===== src/rtl/spu_pkg.sv =====
// rtl/spu_pkg.sv - shared types and opcodes for the quadword permute pipe
package spu_pkg;

  typedef logic [0:127] quad_t;

  typedef enum logic [2:0] {
    FMT_RR  = 3'd0,
    FMT_RI7 = 3'd1
  } fmt_e;

  localparam logic [0:10] OP_SHLQBI  = 11'b00111011011;
  localparam logic [0:10] OP_SHLQBII = 11'b00111111011;
  localparam logic [0:10] OP_SHLQBY  = 11'b00111011111;
  localparam logic [0:10] OP_SHLQBYI = 11'b00111111111;
  localparam logic [0:10] OP_ROTQBI  = 11'b00111011000;
  localparam logic [0:10] OP_ROTQBII = 11'b00111111000;
  localparam logic [0:10] OP_ROTQBY  = 11'b00111011100;
  localparam logic [0:10] OP_ROTQBYI = 11'b00111111100;

endpackage


===== src/rtl/permute_shift_core.sv =====
// rtl/permute_shift_core.sv - combinational quadword shift/rotate datapath
module permute_shift_core
  import spu_pkg::*;
#(
  parameter int OP_W = 11
) (
  input  logic [0:OP_W-1] op_i,
  input  logic [2:0]      format_i,
  input  quad_t           ra_i,
  input  quad_t           rb_i,
  input  logic [0:17]     imm_i,
  output quad_t           result_o,
  output logic            legal_o
);

  logic [2:0] bit_cnt;
  logic [4:0] byte_cnt;
  logic [7:0] bit_sh;
  logic [7:0] byte_sh;
  logic [7:0] rot_sh;
  quad_t      res;
  logic       known;

  always_comb begin
    bit_cnt  = (format_i == FMT_RI7) ? imm_i[15:17] : rb_i[29:31];
    byte_cnt = (format_i == FMT_RI7) ? imm_i[13:17] : rb_i[27:31];
    bit_sh   = {5'd0, bit_cnt};
    // Byte shifts of 16..31 give an amount >= 128, which zero-fills naturally.
    byte_sh  = {byte_cnt, 3'b000};
    rot_sh   = {1'b0, byte_cnt[3:0], 3'b000};
    res      = '0;
    known    = 1'b1;
    case (op_i)
      OP_SHLQBI, OP_SHLQBII: res = ra_i << bit_sh;
      OP_SHLQBY, OP_SHLQBYI: res = ra_i << byte_sh;
      OP_ROTQBI, OP_ROTQBII: res = (ra_i << bit_sh) | (ra_i >> (8'd128 - bit_sh));
      OP_ROTQBY, OP_ROTQBYI: res = (ra_i << rot_sh) | (ra_i >> (8'd128 - rot_sh));
      default:               known = 1'b0;
    endcase
    legal_o  = known && ((format_i == FMT_RR) || (format_i == FMT_RI7));
    result_o = legal_o ? res : '0;
  end

endmodule


===== src/rtl/permute_pipe.sv =====
// rtl/permute_pipe.sv - odd-pipe permute unit: shift/rotate with stall, flush and forwarding taps
module permute_pipe
  import spu_pkg::*;
#(
  parameter int STAGES = 4,
  parameter int ADDR_W = 7,
  parameter int OP_W   = 11
) (
  input  logic                       clk,
  input  logic                       reset,
  input  logic                       stall,
  input  logic                       flush,
  input  logic [0:OP_W-1]            op,
  input  logic [2:0]                 format,
  input  logic [ADDR_W-1:0]          rt_addr,
  input  logic [0:127]               ra,
  input  logic [0:127]               rb,
  input  logic [0:17]                imm,
  input  logic                       reg_write,
  output logic [0:127]               rt_wb,
  output logic [ADDR_W-1:0]          rt_addr_wb,
  output logic                       reg_write_wb,
  output logic [STAGES*128-1:0]      fwd_rt,
  output logic [STAGES*ADDR_W-1:0]   fwd_addr,
  output logic [STAGES-1:0]          fwd_valid
);

  quad_t             core_result;
  logic              core_legal;

  quad_t             data_q  [STAGES];
  quad_t             data_d  [STAGES];
  logic [ADDR_W-1:0] addr_q  [STAGES];
  logic [ADDR_W-1:0] addr_d  [STAGES];
  logic              valid_q [STAGES];
  logic              valid_d [STAGES];

  permute_shift_core #(.OP_W(OP_W)) u_core (
    .op_i     (op),
    .format_i (format),
    .ra_i     (ra),
    .rb_i     (rb),
    .imm_i    (imm),
    .result_o (core_result),
    .legal_o  (core_legal)
  );

  for (genvar k = 0; k < STAGES; k++) begin : g_stage
    if (k == 0) begin : g_head
      assign data_d[k]  = core_result;
      assign addr_d[k]  = rt_addr;
      assign valid_d[k] = reg_write & core_legal;
    end else begin : g_body
      assign data_d[k]  = data_q[k-1];
      assign addr_d[k]  = addr_q[k-1];
      assign valid_d[k] = valid_q[k-1];
    end

    // Flush overrides stall on the valid bit only; data simply holds or shifts.
    always_ff @(posedge clk or negedge reset) begin
      if (!reset) begin
        data_q[k]  <= '0;
        addr_q[k]  <= '0;
        valid_q[k] <= 1'b0;
      end else begin
        if (!stall) begin
          data_q[k] <= data_d[k];
          addr_q[k] <= addr_d[k];
        end
        valid_q[k] <= ~flush & (stall ? valid_q[k] : valid_d[k]);
      end
    end

    assign fwd_rt[k*128 +: 128]       = data_q[k];
    assign fwd_addr[k*ADDR_W +: ADDR_W] = addr_q[k];
    assign fwd_valid[k]               = valid_q[k];
  end

  assign rt_wb        = data_q[STAGES-1];
  assign rt_addr_wb   = addr_q[STAGES-1];
  assign reg_write_wb = valid_q[STAGES-1];

endmodule


===== config.mk =====
export PLATFORM = sky130hd
export DESIGN_NAME = permute_pipe
export DESIGN_NICKNAME = d
export VERILOG_FILES = /design/src/rtl/spu_pkg.sv /design/src/rtl/permute_shift_core.sv /design/src/rtl/permute_pipe.sv
export SDC_FILE = /design/constraint.sdc
export NUM_CORES = 1
export LEC_CHECK = 0
export ABC_AREA = 1
export CAP_MARGIN = 20
export CORE_AREA = 2 2 384 386
export DETAILED_ROUTE_END_ITERATION = 10
export DIE_AREA = 0 0 386 388
export SETUP_SLACK_MARGIN = 0.02
export SLEW_MARGIN = 40
export SYNTH_ARGS = -nofsm -noshare
export SYNTH_HDL_FRONTEND = slang
export SYNTH_SLANG_ARGS = --single-unit
export TNS_END_PERCENT = 1

===== constraint.sdc =====
create_clock -name clk -period 0.8 [get_ports clk]
set_input_delay 0.24 -clock clk [delete_from_list [all_inputs] [get_ports clk]]
set_output_delay 0.24 -clock clk [all_outputs]
set_load 0.02 [all_outputs]

==> flow_summary.ini <==
[clock_network]
htree_levels = 2
numCtsBuffers = 60
path_clk_slew_ns = 0.06
clk_path_buf_depth = 3
cts_tree = done
cts.sinks = 544
insertion_delay_ns = 0.67
ctsRootBufferMaster = clkbuf_16

[synth]
yosys.area.top_type = dfrtp_1
synth-edff-count = 0
synthTopCellsByArea = dfrtp_1 (35%), nand2_1 (27%), o21ai_0 (8.6%), nand3_1 (7.0%), o211ai_1 (4.4%)
yosysUniqueCellTypes = 44
ys_seq_elements = 544
synthArstFlopShare_pct = 100
synth_area_um2 = 38600
synth_flop_cell = dfrtp_1
syn_inst = 6217
yosysWarnings = 0
synth.avg_cell_area_um2 = 6.20
synth_commonest_cells = nand2_1 (2731), o21ai_0 (662), dfrtp_1 (544)
synth_top_area_share_pct = 35.3
syn_nets = 6518
synth.most_common_cell = nand2_1
yosysSeqAreaShare_pct = 35.3

[critical_path]
critPathMaxFanout = 12
crit_type = primary input to flip-flop
worstSetupEndpointType = flip-flop
cp_cell_sequence = buf_8 > nor2_4 > buf_6 > nand3_4 > nand2_8 > buf_12 > nand2_1 > buf_4 > nand2_2 > o21ai_2 > buf_4 > o211ai_1 > buf_4 > nand4_1 > buf_4 > nand2_1 > nand2_1
critical_path.slowest_cell = o211ai_1
crit_top_cell = buf_4
cpPeakStageDelay_ns = 0.42
worst_setup_path_start_kind = primary input
cp.arrival_ns = 2.92
cp.required_ns = 1.36

[cells_and_area]
layout.nets = 8815
syn_to_final_growth_pct = 80.8
layout-drive-gt1-share_pct = 32.8
finalInstanceArea_um2 = 69700

[grt]
antenna_found_initial = 31
grt_start_max_net_pins = 99
grt_pass1_wl_um = 460000
grt_usage_pct = 45.0
grt_pass1_vias = 53200
grt.overflow.total = 0

[timing]
fin_ws_ns = -1.56
clock-skew-final_ns = 0.0395
rsz0062_at_grt = yes
period_share_pct = 295
timing.fmax_mhz = 424
drv_slew = 0
finalCriticalPeriod_ns = 2.36
hold_viol = 0
setup_viol = 882
worst_pin_slew_ns = 0.748
slew_headroom_pct = 50.2
fin_setup_tns_ns = -859.80

[detailed_routing]
ant_nets = 0
vias_per_cell = 5.36
wl_per_cell_um = 33.3
drcViolationCount = 0
first_pass_iters = 6
drt_iter0_markers = 7157
routed_wl_um = 349000
vias = 56200

[hold_path]
hold_class = primary input to flip-flop

[die]
dieArea_um2 = 150000
rows = 140
initial_utilization_pct = 26.6
pin_count = 980
die_y_um = 388
core_area_um2 = 145000
die_w_um = 386

[placed_design]
io_buffers = 842
gp_congestion = 1.12
dp_hpwl_um = 290000
place_area_um2 = 62500

[power]
p_leak_nw = 35.4
vdd_drop_max_mv = 1.58
power_density_nw_per_um2 = 1450
power_w = 0.101

[flow_run]
max_cap_viol_count = 0

[run_status]
violations = negative setup slack
run_status = complete, but fails checks
final timing paths:
check                                  from           to  slack, ns  cells after the start
worst max-delay path              format[2]   fwd_rt[75]      -1.56                     17
worst min-delay path                  stall    rt_wb[81]       0.05                      5
worst max register to register  fwd_rt[331]  fwd_rt[331]      -0.28                      3
worst min register to register   rt_wb[104]   rt_wb[104]       0.51                      2
max in group asynchronous             reset    fwd_rt[5]       0.02                      3
min in group asynchronous             reset   fwd_rt[26]       0.18                      3
state kept, by name (all words and copies together), names as in the netlist:
signal        flops
fwd_rt          384
rt_wb           128
fwd_addr         21
rt_addr_wb        7
fwd_valid         3
reg_write_wb      1
final cells by class:
cell class | count | area (µm²)
flip-flops and latches | 544 | 13600
multi-input cells | 4677 | 23100
well taps | 1917 | 2400
repair buffers | 2778 | 26700
clock inverters | 23 | 352
inverters | 453 | 1760
fillers | 15000 | 75500
clock buffers | 90 | 1770
diodes | 10 | 25.0
placed cells by master, fill, tap and decap left out, drive strengths merged, types with 7 or more instances in the layout:
| master | n |
|---|---|
| o211ai | 226 |
| inv | 453 |
| nand3 | 540 |
| buf | 2106 |
| dfrtp | 544 |
| a21oi | 68 |
| clkbuf | 102 |
| dlygate4sd2 | 11 |
| nor2 | 267 |
| diode | 10 |
| o22ai | 25 |
| bufbuf | 7 |
| bufinv | 7 |
| nand2 | 2743 |
| a21boi | 7 |
| clkdlybuf4s50 | 634 |
| o21ai | 707 |
| a31oi | 16 |
| or2 | 9 |
| clkinv | 11 |
| nand4 | 31 |
| nor3 | 16 |
metrics by stage:
step	util, %	setup WS, ns	hold slack (ns)	instances
after global routing	48.0	-1.57	0.0512	10500
after floorplan	-	-1.54	-0.0556	6217
final	48.0	-1.56	0.0540	10500
after detailed placement	43.1	-3.15	0.281	10200
after CTS	47.0	-1.50	0.00382	10400
after global placement	43.1	-3.12	0.277	10200
power breakdown:
group,switching [W],internal (W)
combinational,0.0267,0.0166
clock,0.0123,0.0176
sequential,0.000160,0.0277
total,0.0392,0.0619
logic make-up after synthesis:
| kind of cell | count (synthesis) | synth area share [%] |
|---|---|---|
| AOI/OAI and AO/OA | 1062 | 15.6 |
| adders and majority gates | 1 | 0.0324 |
| DFF | 544 | 35.3 |
| buffers and inverters | 999 | 11.6 |
| muxes | 1 | 0.0260 |
| and+or+nand+nor | 3610 | 37.5 |
layer usage:
layer | vias to the layer above | global-route usage, % | wire length, µm
met2 | 3392 | 63.8 | 142000
li1 | 24500 | - | -
met5 | - | 0 | 245
met4 | 12 | 33.4 | 32400
met1 | 27500 | 59.3 | 141000
met3 | 794 | 9.98 | 34000
critical path, delay by kind of cell:
family	cells	cell delay [ns]
compound gates	2	0.53
buf+inv	7	1.21
simple gates	8	0.91
repair_timing:
action / in CTS / in global routing
gates cloned: 22 / 6
endpoints found under the setup margin: 930 / 1083
setup buffers: 91 / 35
hold buffers: 4 / 0
gates resized for setup: 675 / 694
endpoints found under the hold margin: 549 / 0
pin swaps: 98 / 105
Power figures use the tool's default switching activity.
